===== src/rtl/scroll_controller.sv =====
// Horizontal scroll sequencer for the background tile renderer: latches scroll and
// redraw requests, clamps the tile offset and launches one redraw per accepted request.
module scroll_controller #(
  parameter int TILEMAP_LENGTH = 100,
  parameter int SCREEN_TILES   = 20,
  parameter int HOLDOFF_FRAMES = 4
) (
  input  logic                          clock,
  input  logic                          resetn,
  input  logic                          frame_tick,
  input  logic                          scroll_left,
  input  logic                          scroll_right,
  input  logic                          redraw_req,
  input  logic                          bg_done,
  output logic [(TILEMAP_LENGTH/15):0]  x_offset,
  output logic                          bg_enable,
  output logic                          busy,
  output logic                          at_left_edge,
  output logic                          at_right_edge
);

  localparam int OFF_W = (TILEMAP_LENGTH / 15) + 1;
  localparam logic [OFF_W-1:0] MAX_OFF      = OFF_W'(TILEMAP_LENGTH - SCREEN_TILES);
  localparam logic [OFF_W-1:0] ONE_OFF      = OFF_W'(1);
  localparam logic [OFF_W-1:0] ZERO_OFF     = OFF_W'(0);
  localparam logic [3:0]       HOLDOFF_LOAD = 4'(HOLDOFF_FRAMES);

  typedef enum logic [1:0] {
    IDLE      = 2'd0,
    LAUNCH    = 2'd1,
    WAIT_DONE = 2'd2,
    HOLDOFF   = 2'd3
  } state_t;

  state_t           state_r, state_s;
  logic             req_l_r, req_r_r, pend_redraw_r;
  logic             req_l_s, req_r_s, pend_redraw_s;
  logic             req_l_raw_s, req_r_raw_s, cancel_s;
  logic [3:0]       hold_cnt_r, hold_cnt_s;
  logic [OFF_W-1:0] off_s;
  logic             consume_s;

  // Next-state, next-offset and holdoff counter decode
  always_comb begin
    state_s    = state_r;
    off_s      = x_offset;
    hold_cnt_s = hold_cnt_r;
    consume_s  = 1'b0;
    case (state_r)
      IDLE: begin
        if (frame_tick) begin
          // Every latch is consumed here; an edge-blocked request is simply dropped.
          consume_s = 1'b1;
          if (req_r_r && (x_offset < MAX_OFF)) begin
            off_s   = x_offset + ONE_OFF;
            state_s = LAUNCH;
          end else if (req_l_r && (x_offset != ZERO_OFF)) begin
            off_s   = x_offset - ONE_OFF;
            state_s = LAUNCH;
          end else if (pend_redraw_r) begin
            state_s = LAUNCH;
          end else begin
            state_s = IDLE;
          end
        end else begin
          state_s = IDLE;
        end
      end
      LAUNCH: begin
        if (!bg_done) begin
          state_s = WAIT_DONE;
        end else begin
          state_s = LAUNCH;
        end
      end
      WAIT_DONE: begin
        if (bg_done) begin
          hold_cnt_s = HOLDOFF_LOAD;
          state_s    = HOLDOFF;
        end else begin
          state_s = WAIT_DONE;
        end
      end
      HOLDOFF: begin
        if (hold_cnt_r == 4'd0) begin
          state_s = IDLE;
        end else if (frame_tick) begin
          hold_cnt_s = hold_cnt_r - 4'd1;
        end else begin
          hold_cnt_s = hold_cnt_r;
        end
      end
      default: begin
        state_s = IDLE;
      end
    endcase
  end

  // Sticky request capture; new pulses survive a same-cycle consume, opposing scrolls cancel
  always_comb begin
    req_l_raw_s   = (consume_s ? 1'b0 : req_l_r) | scroll_left;
    req_r_raw_s   = (consume_s ? 1'b0 : req_r_r) | scroll_right;
    cancel_s      = req_l_raw_s & req_r_raw_s;
    req_l_s       = req_l_raw_s & ~cancel_s;
    req_r_s       = req_r_raw_s & ~cancel_s;
    pend_redraw_s = (consume_s ? 1'b0 : pend_redraw_r) | redraw_req;
  end

  // State, latches and registered outputs
  always_ff @(posedge clock or negedge resetn) begin
    if (!resetn) begin
      state_r       <= IDLE;
      x_offset      <= ZERO_OFF;
      bg_enable     <= 1'b0;
      busy          <= 1'b0;
      at_left_edge  <= 1'b1;
      at_right_edge <= 1'b0;
      req_l_r       <= 1'b0;
      req_r_r       <= 1'b0;
      pend_redraw_r <= 1'b1;
      hold_cnt_r    <= 4'd0;
    end else begin
      state_r       <= state_s;
      x_offset      <= off_s;
      bg_enable     <= (state_s == LAUNCH);
      busy          <= (state_s != IDLE);
      at_left_edge  <= (off_s == ZERO_OFF);
      at_right_edge <= (off_s == MAX_OFF);
      req_l_r       <= req_l_s;
      req_r_r       <= req_r_s;
      pend_redraw_r <= pend_redraw_s;
      hold_cnt_r    <= hold_cnt_s;
    end
  end

endmodule


===== config.mk =====
export PLATFORM = sky130hd
export DESIGN_NAME = scroll_controller
export DESIGN_NICKNAME = d
export VERILOG_FILES = /design/src/rtl/scroll_controller.sv
export SDC_FILE = /design/constraint.sdc
export NUM_CORES = 1
export LEC_CHECK = 0
export CELL_PAD_IN_SITES_DETAIL_PLACEMENT = 0
export CELL_PAD_IN_SITES_GLOBAL_PLACEMENT = 1
export CORE_UTILIZATION = 38
export CTS_BUF_LIST = sky130_fd_sc_hd__clkbuf_8
export DETAILED_ROUTE_END_ITERATION = 8
export GPL_TIMING_DRIVEN = 0
export PLACE_DENSITY_LB_ADDON = 0.1
export RECOVER_POWER = 25
export SKIP_CTS_REPAIR_TIMING = 1
export SYNTH_ARGS = -nofsm -noshare
export SYNTH_HDL_FRONTEND = slang
export SYNTH_SLANG_ARGS = --single-unit

===== constraint.sdc =====
create_clock -name clock -period 2.2 [get_ports clock]
set_input_delay 0.44 -clock clock [delete_from_list [all_inputs] [get_ports clock]]
set_output_delay 0.44 -clock clock [all_outputs]
set_load 0.005 [all_outputs]

== Word-level counts from Yosys, hierarchy flattened ==
Index checks and enable logic that the tools add are counted.
Operators by class
  add/subtract/negate cells: 3
  multiply operators: 0
  divide/modulo/power cells: 0
  order comparisons: 1
  equality and inequality tests: 8
  shift operators: 0
  muxes and demuxes: 21
  bitwise operators: 7
  reduce and logical (&&, ||, !) cells: 9
Operators with widths (number)
  7-bit 2-to-1 mux: 4
  4-bit 2-to-1 mux: 3
  1-bit 2-to-1 mux: 9
  2-bit one-hot mux with 4 select lines: 1
  4-bit one-hot mux with 2 select lines: 1
  7-bit by 1-bit adder with 7-bit output (second input constant): 1
  7-bit == test (second input constant): 1
  7-bit zero test: 1
  7-bit < comparator (second input constant): 1
  7-bit nonzero test: 1
  7-bit by 1-bit subtractor with 7-bit output (second input constant): 1
  2-bit 2-to-1 mux: 3
  2-bit inequality test (second input constant): 3
  2-bit by 1-bit == test with 1-bit output (second input constant): 2
  2-bit == test (second input constant): 2
  4-bit zero test: 1
  4-bit AND reduction: 1
  2-bit nonzero test: 2
  4-bit by 1-bit subtractor with 4-bit output (second input constant): 1
  1-bit AND: 3
  1-bit bitwise OR: 3
  1-bit logical AND: 2
  2-bit zero test: 1
  1-bit NOT: 1
Word-level totals
  bits in registers: 20
  latch bits: 0
  memory bits (writable): 0
  ROM bits: 0
  output and inout bits: 11
  word-level logic and storage cells: 59
  memories: 0

== Longest topological paths before layout ==
Gate-level depths: netlist (run 1).
  depth after elaboration: 7
  gate-level depth with buffers: 8
  depth with buffers taken out: 8

== Least setup slack after synthesis (run 1) ==
OpenSTA, ideal clock, no wires.
  path kind: reg2reg
  from: register x_offset[2]
  to: register at_right_edge
  arrival time: 2.333 ns
  slack: -0.200 ns
  cell stages (with the launch flop): 7
  path buffers: 0
  cells stage by stage: dfrtp_1 -> or4_4 -> o221ai_4 -> o221ai_2 -> a311o_1 -> or4_4 -> and3b_1
On the way
  longest elaborated chain between the ends: 7
RTL lines
  start: declaration: RTL line 15  | output logic [(TILEMAP_LENGTH/15):0] x_offset,
  start signal: assignment: RTL line 124  | x_offset <= off_s;
  branches (longest 3 deep; another with 7-bit by 1-bit subtractor with 7-bit output)
  7-bit 2-to-1 mux *: RTL line 54  | if (req_r_r && (x_offset < MAX_OFF)) begin
  7-bit 2-to-1 mux *: RTL line 51  | if (frame_tick) begin
  7-bit 2-to-1 mux *: RTL line 49  | case (state_r)
  via off_s[3]: RTL line 40  | logic [OFF_W-1:0] off_s;
  7-bit == test *: RTL line 128  | at_right_edge <= (off_s == MAX_OFF);
  end signal: assignment: RTL line 128
  end: declaration: RTL line 19  | output logic at_right_edge
Mark *: on every way through the listed nets, which the timed path passes.
A chain may end at the register's enable or synchronous reset.

== Final worst setup path (run 1) ==
Ends and elaborated chain as after synthesis.

==> results.txt, run 1 <==
----------------------------------------------------
[Clocking]
  Num CTS Buffers ... 3
  TritonCTS sink count ... 20
  H-tree levels ... 1
  Maximum buffer depth of the clock tree ... 2
  Clock tree from TritonCTS ... built
  Buffer type at the clock tree root ... sky130_fd_sc_hd__clkbuf_8
  Clock Pin Slew Worst Setup and Hold Paths ... 80 ps
  Skew-Pair Late Insertion Delay ... around 260 ps

[Worst hold path]
  Min-delay worst type ... register to register
  Hold Crit Start ... pend_redraw_r

[Yosys]
  Seq/Total Area, Yosys ... 41.6%
  Predominant post-synthesis flop cell ... sky130_fd_sc_hd__dfrtp_1
  Ranking of synthesized cells by area ... sky130_fd_sc_hd__dfrtp_1, sky130_fd_sc_hd__dfstp_2, sky130_fd_sc_hd__nand2_1
  Cell area after synthesis ... 1210 um2
  Average cell area after synthesis ... between 9 and 10 um2
  Synthesis Warnings ... 0
  Count of distinct cell types in the synthesized netlist ... 47
  Fraction of post-synthesis cell area in the top cell type by area ... 37.2%
  Cell type contributing the most total cell area after synthesis ... sky130_fd_sc_hd__dfrtp_1
  Number of flops mapped to enable cells by yosys ... 0
  Syn nets ... approximately 140
  FF+latch count, synth ... 20
  Share of async-settable or async-resettable flops after synthesis ... 100%
  Post-Synthesis Cells ... 125

[STA]
  Final count of hold timing violations ... 0
  Worst Clk Skew ... 0.773 ps
  Clock period minus final worst setup slack ... approximately 2500 ps
  Tightest slew margin relative to the limit ... about two fifths
  Tightest Pin Transition ... ~900 ps
  Fraction of the cycle the final worst path needs ... 115%
  Number of pins with negative max-slew slack in the final report ... 0
  Worst setup slack after layout ... -326 ps
  Setup repair after global routing missed its margin ... true
  Highest clock rate ... ~400 MHz
  Setup violations, final ... 2

[Setup path]
  Crit-path slowest cell ... sky130_fd_sc_hd__or4_4
  Cell repeated most along the worst path ... sky130_fd_sc_hd__or4_4
  Worst setup path category ... register to register
  Type of element capturing the critical path ... register
  Worst setup startpoint ... x_offset[2]
  R2r startpoint ... x_offset[2]
  Biggest cell delay along the critical path ... 560 ps
  Required time of the worst setup path ... 2410 ps
  Cell Chain, Critical Path ... or4_4, o221ai_4, o221ai_2, a311o_1, or4_4, and3b_1
  Critical-path maximum fanout ... 4
  Arrival time at the worst endpoint ... 2730 ps
  Type of element launching the critical path ... register

[Final layout]
  Number of inserted filler cells in the final layout ... between 200 and 300
  Final core utilization ... 51.9%
  Number of nets at the end of the flow ... around 160
  Share of post-route cells with drive strength above 1 ... 17.1%
  Layout Area Growth over Synthesis ... 29.9%
  Number of diodes added for antenna fixing ... 0
  Final standard cell count with taps included and fillers excluded ... 196

[Floorplanning]
  Die width ... 58.4 um
  Initial Util ... 40.0%
  Site row count ... 20
  # IOs ... 18
  Placeable core region ... 3030 um2
  Die area ... approximately 3400 um2
  Die Ht ... 58.4 um

[Placement]
  Number of port buffers ... 17
  Worst Setup Slack post-DPL ... -679 ps
  Weighted congestion reported at the end of routability-driven placement ... 0.826
  Cell count after placement ... 186
  Dpl hpwl ... between 1500 and 2000 um

[Routing]
  Routed wire length ... 2740 um
  Vias/cell ... around 5.5
  Average wire length per cell after detail routing ... roughly 14 um
  Remaining routing DRC violations ... 0
  Number of antenna-violating nets in the routed design ... 0
  Drt pass-1 iters ... 4
  DRC violation total after the first TritonRoute iteration ... 43
  Vias after detailed routing ... 1074

[Power]
  Power density relative to cell area ... roughly 1200 nW/um2
  Leakage power ... 0.641 nW
  Peak VDD IR ... 0.000618 V

[GRT]
  Via count of the first global-routing pass ... 964
  Pin count of the biggest net entering global routing ... 21
  Global-route wire length before repair ... approximately 4600 um
  GR Overflow Total ... 0
  GRT Total Usage ... between 10% and 20%
  Initial antenna violation count ... 0

[Job]
  Max-capacitance violation count ... 0

[Outcome]
  Violations in the final reports ... negative setup slack
  Status ... finished, violations left

----------------------------------------------------
[cell usage after synthesis (2+ instances only)]
cell                       count
sky130_fd_sc_hd__nor2_1        4
sky130_fd_sc_hd__a311o_1       2
sky130_fd_sc_hd__ha_1          4
sky130_fd_sc_hd__nor3b_1       2
sky130_fd_sc_hd__nand4_1       5
sky130_fd_sc_hd__o21a_1        2
sky130_fd_sc_hd__a21oi_1       6
sky130_fd_sc_hd__dfrtp_1      18
sky130_fd_sc_hd__nand2_1      14
sky130_fd_sc_hd__nand3_1       2
sky130_fd_sc_hd__or4_4         2
sky130_fd_sc_hd__o21ai_0       4
sky130_fd_sc_hd__clkbuf_1      2
sky130_fd_sc_hd__a21o_1        2
sky130_fd_sc_hd__or3_1         2
sky130_fd_sc_hd__o21ai_1       2
sky130_fd_sc_hd__nand2b_1      3
sky130_fd_sc_hd__dfstp_2       2
sky130_fd_sc_hd__inv_1         9
sky130_fd_sc_hd__nor3_1        4
sky130_fd_sc_hd__nor2b_1       4
sky130_fd_sc_hd__xnor2_1       4
sky130_fd_sc_hd__a41o_1        2
[layout by cell type (no fill, tap or decap), types with 2 or more instances in the layout]
| master | count |
|---|---|
| sky130_fd_sc_hd__nand2_1 | 14 |
| sky130_fd_sc_hd__a311o_1 | 2 |
| sky130_fd_sc_hd__or3_1 | 2 |
| sky130_fd_sc_hd__xnor2_1 | 4 |
| sky130_fd_sc_hd__dfrtp_2 | 4 |
| sky130_fd_sc_hd__a21o_1 | 2 |
| sky130_fd_sc_hd__o21ai_1 | 2 |
| sky130_fd_sc_hd__nor2b_1 | 4 |
| sky130_fd_sc_hd__dfrtp_1 | 14 |
| sky130_fd_sc_hd__nand3_1 | 2 |
| sky130_fd_sc_hd__clkdlybuf4s50_1 | 15 |
| sky130_fd_sc_hd__o21a_1 | 2 |
| sky130_fd_sc_hd__clkbuf_8 | 3 |
| sky130_fd_sc_hd__a21oi_1 | 6 |
| sky130_fd_sc_hd__nor3b_1 | 2 |
| sky130_fd_sc_hd__nand2b_1 | 3 |
| sky130_fd_sc_hd__nor3_1 | 3 |
| sky130_fd_sc_hd__buf_4 | 6 |
| sky130_fd_sc_hd__nor2_1 | 4 |
| sky130_fd_sc_hd__or4_4 | 2 |
| sky130_fd_sc_hd__inv_1 | 9 |
| sky130_fd_sc_hd__dfstp_2 | 2 |
| sky130_fd_sc_hd__a41o_1 | 2 |
| sky130_fd_sc_hd__nand4_1 | 5 |
| sky130_fd_sc_hd__ha_1 | 4 |
| sky130_fd_sc_hd__o21ai_0 | 4 |
[final timing paths]
check                                endpoint  cells after the start  slack [ps]
worst max-delay path            at_right_edge                      6        -330
worst min-delay path            pend_redraw_r                      1         510
worst max register to register  at_right_edge                      6        -330
worst min register to register  pend_redraw_r                      1         510
max in group asynchronous         x_offset[0]                      1         850
min in group asynchronous       hold_cnt_r[1]                      1         740
[cells by family after synthesis]
group | count (synthesis) | synth area share, %
compound gates | 32 | 21.5
xor+xnor | 4 | 2.90
fa+ha+maj | 4 | 4.14
buf+inv | 12 | 3.83
flops | 20 | 41.6
mux | 2 | 1.96
simple gates | 51 | 24.1
[registers in the layout, summed over array words and instances, names as in the netlist]
name,count
at_left_edge,1
at_right_edge,1
bg_enable,1
busy,1
hold_cnt_r,4
pend_redraw_r,1
req_l_r,1
req_r_r,1
state_r,2
x_offset,7
[cell type report]
type,count,area [um2],area share (%)
inverter,9,33.8,2.15
sequential,20,508,32.3
clock inverter,1,30.0,1.91
buffer,3,20.0,1.27
multi-input combinational,93,666,42.4
tap,44,55.1,3.50
clock buffer,3,41.3,2.63
timing repair buffer,23,218,13.9
[worst max-delay path: cells and delay by family, from the launching register on]
family	cells	cell delay [ps]
AO/OA/AOI/OAI	3	720
AND/OR/NAND/NOR	3	1330
flip-flops	1	430
[through the flow]
stage / power [mW] / TNS (ps) / area, um2 / hold WS [ps]
3_5_place_dp: 1.40 / -1500 / 1440 / 503
2_1_floorplan: 1.13 / -227 / 1210 / 144
4_1_cts: 1.79 / -797 / 1510 / 516
6_report: 1.86 / -572 / 1570 / 513
3_3_place_gp: 1.39 / -1620 / 1440 / 499
5_1_grt: 2.00 / -709 / 1570 / 543
[power by group]
group	switching [mW]	internal, mW	leakage [nW]
logic	0.431	0.424	0.372
registers	0.139	0.492	0.233
clock network	0.134	0.243	0.0357
[per-layer routing]
layer | up-vias | track usage (%) | share of wire [%]
li1 | 527 | - | -
met4 | 0 | 7.14 | 1.5
met5 | - | 0 | 0
met1 | 510 | 26.1 | 50
met3 | 5 | 2.64 | 4.9
met2 | 32 | 26.6 | 44
No activity file was read; power rests on OpenSTA's default activity.
==> run 2, diff against run 1 <==
--- a/config.mk
+++ b/config.mk
@@ -11,9 +11,10 @@
 export CTS_BUF_LIST = sky130_fd_sc_hd__clkbuf_8
 export DETAILED_ROUTE_END_ITERATION = 8
 export GPL_TIMING_DRIVEN = 0
-export PLACE_DENSITY_LB_ADDON = 0.1
+export PLACE_DENSITY = 0.79
 export RECOVER_POWER = 25
 export SKIP_CTS_REPAIR_TIMING = 1
+export SLEW_MARGIN = 0
 export SYNTH_ARGS = -nofsm -noshare
 export SYNTH_HDL_FRONTEND = slang
 export SYNTH_SLANG_ARGS = --single-unit
==> run 2 against run 1 <==
Compared with the run above:
- clock skew up 4.7 ps
- critical endpoint unchanged
- critical path depth unchanged
- count of clock-buffer cells in the layout unchanged
- the run still ends with negative setup slack left
- hold slack worse by 0.87 ps
- via count down 1.7%
==> results.txt, run 2 (synthesized netlist as in run 1, its figures left out) <==
----------------------------------------------------
[Clocking]
  Maximum buffer depth of the clock tree ... 2
  Buffer type at the clock tree root ... sky130_fd_sc_hd__clkbuf_8
  Num CTS Buffers ... 3
  Clock tree from TritonCTS ... built
  H-tree levels ... 1
  Skew-Pair Late Insertion Delay ... 260 ps
  Clock Pin Slew Worst Setup and Hold Paths ... approximately 70 ps
  TritonCTS sink count ... 20

[Floorplanning]
  Die area ... 3410 um2
  # IOs ... 18
  Initial Util ... 40.0%
  Die Ht ... between 50 and 60 um
  Placeable core region ... 3030 um2
  Die width ... 58.4 um
  Site row count ... 20

[Routing]
  Vias after detailed routing ... 1056
  Vias/cell ... 5.36
  Remaining routing DRC violations ... 0
  Routed wire length ... between 2000 and 3000 um
  Average wire length per cell after detail routing ... 13.4 um
  Drt pass-1 iters ... 4
  DRC violation total after the first TritonRoute iteration ... 18
  Number of antenna-violating nets in the routed design ... 0

[Power]
  Peak VDD IR ... 0.000420 V
  Leakage power ... 0.651 nW
  Power density relative to cell area ... about 1200 nW/um2
  Power after layout ... between 1.5 and 2 mW

[Job]
  Max-capacitance violation count ... 0

[Setup path]
  Arrival time at the worst endpoint ... 2700 ps
  Cell repeated most along the worst path ... sky130_fd_sc_hd__or4_4
  Biggest cell delay along the critical path ... 570 ps
  Type of element capturing the critical path ... register
  Worst setup path category ... register to register
  Required time of the worst setup path ... between 2000 and 2500 ps
  Critical-path maximum fanout ... 4
  Type of element launching the critical path ... register
  Combined buffer and inverter count along the critical path ... 0
  Crit-path slowest cell ... sky130_fd_sc_hd__or4_4
  Cell Chain, Critical Path ... or4_4, o221ai_4, o221ai_2, a311o_1, or4_4, and3b_1
  Top Family by Delay on Critical Path ... simple AND/OR/NAND/NOR gates
  Setup slack of the most critical reg-to-reg path ... -300 ps

[Final layout]
  Number of nets at the end of the flow ... 165
  Register ranked first by flip-flop count ... x_offset
  Number of inserted filler cells in the final layout ... 282
  Commonest cells after routing, fill and taps aside ... sky130_fd_sc_hd__dfrtp_1, sky130_fd_sc_hd__clkdlybuf4s50_1, sky130_fd_sc_hd__nand2_1
  Number of flip-flops in the largest register ... 7
  Number of diodes added for antenna fixing ... 0
  Top Registers ... x_offset (7), hold_cnt_r (4), state_r (2)
  Share of post-route cells with drive strength above 1 ... 19.0%
  Layout Area Growth over Synthesis ... 31.6%

[GRT]
  Initial antenna violation count ... 0
  Met2 Usage GRT ... 26.4%
  GRT Total Usage ... between 10% and 20%
  GR Overflow Total ... 0
  Met1 usage ... 24.8%
  Fraction of met3 tracks used by global routing ... 4.84%
  Layer with the highest usage ... met2
  Via count of the first global-routing pass ... around 970
  Global-route wire length before repair ... approximately 4600 um
  Pin count of the biggest net entering global routing ... 21

[Placement]
  Number of port buffers ... 17
  Worst Setup Slack post-DPL ... -715 ps
  Weighted congestion reported at the end of routability-driven placement ... between 0.8 and 0.9
  Dpl hpwl ... around 1900 um

[STA]
  Setup repair after global routing missed its margin ... true
  Tightest slew margin relative to the limit ... between 40% and 50%
  Clock period minus final worst setup slack ... 2500 ps
  Setup violations, final ... 2
  Highest clock rate ... 400 MHz
  Fraction of the cycle the final worst path needs ... 114%
  Worst Clk Skew ... 5.44 ps
  Tightest Pin Transition ... 882 ps
  Number of pins with negative max-slew slack in the final report ... 0
  Worst setup slack after layout ... -302 ps
  Total Neg Setup Slack ... -524 ps
  Final count of hold timing violations ... 0

[Outcome]
  Violations in the final reports ... negative setup slack
  Status ... finished, violations left

[Worst hold path]
  Min-delay worst type ... register to register

----------------------------------------------------
run 2: changes by cell type in the layout (fill, tap and decap cells not counted), sizes merged:
| cell | delta |
|---|---|
| buf | +1 |
run 2: power by group:
part | internal, mW | total [mW] | switching, mW | leakage (nW)
logic | 0.441 | 0.877 | 0.436 | 0.381
registers | 0.491 | 0.634 | 0.143 | 0.234
clock network | 0.243 | 0.361 | 0.118 | 0.0357
run 2: worst paths after layout:
check / start / end / cells after the start
min in group asynchronous: resetn / state_r[1] / 1
max reg2reg: x_offset[4] / at_right_edge / 6
max: x_offset[4] / at_right_edge / 6
min: pend_redraw_r / pend_redraw_r / 1
min reg2reg: pend_redraw_r / pend_redraw_r / 1
max in group asynchronous: resetn / x_offset[0] / 1
run 2: layer usage:
metal  up-vias  wire length (um)
met3         4                99
met4         0                53
met1       508              1290
met2        21              1210
met5         -                 0
li1        523                 -
run 2: cell type report:
| class | count | area [um2] | area share, % |
|---|---|---|---|
| repair buffers | 24 | 225 | 14.1 |
| clock buffers | 3 | 41.3 | 2.59 |
| well taps | 44 | 55.1 | 3.46 |
| multi-input cells | 93 | 681 | 42.7 |
| flip-flops and latches | 20 | 507 | 31.8 |
| plain buffers | 3 | 20.0 | 1.26 |
| inverters | 9 | 33.8 | 2.12 |
| clock inverters | 1 | 30.0 | 1.89 |
run 2: stage by stage:
step | util (%) | cells | hold slack, ps | cell area, um2
6_report | 52.6 | 197 | 512 | 1590
5_1_grt | 52.6 | 197 | 524 | 1590
4_1_cts | 49.8 | 190 | 516 | 1510
3_5_place_dp | 47.4 | 186 | 504 | 1440
3_3_place_gp | 47.4 | 186 | 489 | 1440
2_1_floorplan | - | 125 | 144 | 1210
==> run 3, diff against run 2 <==
==> constraint.sdc (replaced) <==
create_clock -name clock -period 2.2 [get_ports clock]
set_input_delay 0.22 -clock clock [delete_from_list [all_inputs] [get_ports clock]]
set_output_delay 0.22 -clock clock [all_outputs]
set_load 0.005 [all_outputs]
==> run 3 against run 2 <==
Compared with the run above:
- first-iteration DRC count grew 33%
- count of clock-buffer cells in the layout is the same
- the run still ends with negative setup slack left
- sequential share of layout area is essentially flat
- sequential power shrank 2%
- total power grew 2.3%
==> results.txt, run 3 (synthesized netlist as in run 1, its figures left out) <==
----------------------------------------------------
[GRT]
  Pin count of the biggest net entering global routing ... 21
  Via count of the first global-routing pass ... 965
  Initial antenna violation count ... 0
  Global-route wire length before repair ... around 4600 um
  GRT Total Usage ... 17.9%
  GR Overflow Total ... 0

[Outcome]
  Violations in the final reports ... negative setup slack
  Status ... finished, violations left

[Clocking]
  Maximum buffer depth of the clock tree ... 2
  TritonCTS sink count ... 20
  H-tree levels ... 1
  Clock tree from TritonCTS ... built
  Buffer type at the clock tree root ... sky130_fd_sc_hd__clkbuf_8
  Skew-Pair Late Insertion Delay ... 260 ps
  Clock Pin Slew Worst Setup and Hold Paths ... 70 ps
  Num CTS Buffers ... 3

[STA]
  Final count of hold timing violations ... 0
  Setup violations, final ... 2
  Worst Clk Skew ... 5.39 ps
  Worst setup slack after layout ... -279 ps
  Setup repair after global routing missed its margin ... true
  Tightest Pin Transition ... 896 ps
  Highest clock rate ... a little over 400 MHz
  Number of pins with negative max-slew slack in the final report ... 0
  Clock period minus final worst setup slack ... 2480 ps
  Fraction of the cycle the final worst path needs ... 113%
  Tightest slew margin relative to the limit ... 40.0%

[Final layout]
  Most common cell after layout, fill and taps aside ... sky130_fd_sc_hd__clkdlybuf4s50_1
  Commonest cells after routing, fill and taps aside ... sky130_fd_sc_hd__clkdlybuf4s50_1, sky130_fd_sc_hd__nand2_1, sky130_fd_sc_hd__dfrtp_1
  Share of post-route cells with drive strength above 1 ... 21.2%
  Top Registers ... x_offset (7), hold_cnt_r (4), state_r (2)
  Layout Area Growth over Synthesis ... 32.6%
  Register ranked first by flip-flop count ... x_offset
  Post-Layout Inst Area ... 1600 um2
  Number of diodes added for antenna fixing ... 0
  Number of flip-flops in the largest register ... 7
  Number of nets at the end of the flow ... 168
  Number of inserted filler cells in the final layout ... just under 300
  Final standard cell count with taps included and fillers excluded ... 200
  Multi-input combinational cell area ... approximately 670 um2
  Register Area ... 510 um2

[Setup path]
  Arrival time at the worst endpoint ... 2680 ps
  Biggest cell delay along the critical path ... 570 ps
  Critical-path maximum fanout ... 4
  Depth of the worst register-to-register path ... 6
  Cell Chain, Critical Path ... or4_4, o221ai_4, o221ai_2, a311o_1, or4_4, and3b_1
  Worst setup startpoint ... x_offset[4]
  Type of element capturing the critical path ... register
  Type of element launching the critical path ... register
  Required time of the worst setup path ... roughly 2400 ps
  Crit-path slowest cell ... sky130_fd_sc_hd__or4_4
  Cell repeated most along the worst path ... sky130_fd_sc_hd__or4_4
  Setup slack of the most critical reg-to-reg path ... -280 ps
  R2r startpoint ... x_offset[4]
  Endpoint of the worst-slack reg-to-reg timing path ... at_right_edge
  Worst setup path category ... register to register

[Job]
  Max-capacitance violation count ... 0

[Routing]
  DRC violation total after the first TritonRoute iteration ... 24
  Average wire length per cell after detail routing ... 13.6 um
  Remaining routing DRC violations ... 0
  Vias/cell ... 5.39
  Vias after detailed routing ... 1078
  Routed wire length ... 2720 um
  Drt pass-1 iters ... 4
  Number of antenna-violating nets in the routed design ... 0

[Placement]
  Worst Setup Slack post-DPL ... -495 ps
  Number of port buffers ... 17
  Weighted congestion reported at the end of routability-driven placement ... 0.886
  Dpl hpwl ... 1930 um
  Cell count after placement ... 186
  Placed inst area ... ~1400 um2

[Floorplanning]
  Initial Util ... 40.0%
  Placeable core region ... 3030 um2
  # IOs ... 18
  Die area ... 3410 um2
  Die Ht ... 58.4 um
  Die width ... 58.4 um
  Site row count ... 20

[Power]
  Leakage power ... 0.649 nW
  Power density relative to cell area ... 1190 nW/um2
  Power after layout ... roughly 1.9 mW
  Peak VDD IR ... 0.000438 V

[Worst hold path]
  Hold Crit Start ... pend_redraw_r
  Min-delay worst type ... register to register
  Hold Path Depth ... 1
  Worst min-delay path endpoint ... pend_redraw_r

----------------------------------------------------
## run 3: worst max-delay path by stage
stage,endpoint,cells after the start
6_report,at_right_edge,6
5_1_grt,at_right_edge,7
4_1_cts,at_right_edge,8
3_5_place_dp,at_right_edge,8
3_3_place_gp,at_right_edge,8
2_1_floorplan,at_right_edge,6
## run 3: stage by stage
step	util (%)	hold slack (ps)	TNS, ps
3_3_place_gp	47.4	489	-948
6_report	53.0	512	-479
3_5_place_dp	47.4	504	-974
2_1_floorplan	-	-75.6	-227
5_1_grt	53.0	504	-647
4_1_cts	49.8	482	-578
## run 3: power breakdown
part	internal [mW]	switching, mW
combinational	0.469	0.463
clock	0.243	0.118
sequential	0.496	0.126
total	1.21	0.708
## run 3: per-layer routing
| layer | up-vias | GRT usage (%) | share of wire, % |
|---|---|---|---|
| met4 | 0 | 7.48 | 1.9 |
| li1 | 528 | - | - |
| met2 | 30 | 26.4 | 45 |
| met5 | - | 0 | 0 |
| met1 | 516 | 24.8 | 49 |
| met3 | 4 | 4.84 | 4.9 |
## run 3: worst max-delay path: cells and delay by family, from the launching register on
| kind | cells | cell delay [ps] |
|---|---|---|
| and+or+nand+nor | 3 | 1310 |
| AOI/OAI and AO/OA | 3 | 690 |
| DFF | 1 | 420 |
## run 3: cell type report
type                            count  share of cell area [%]
Buffer                              3                    1.01
Clock buffer                        3                    2.57
Clock inverter                      1                    1.87
Inverter                            9                    2.11
Multi-Input combinational cell     93                    41.9
Sequential cell                    20                    31.8
Tap cell                           44                    3.43
Timing Repair Buffer               27                    15.3
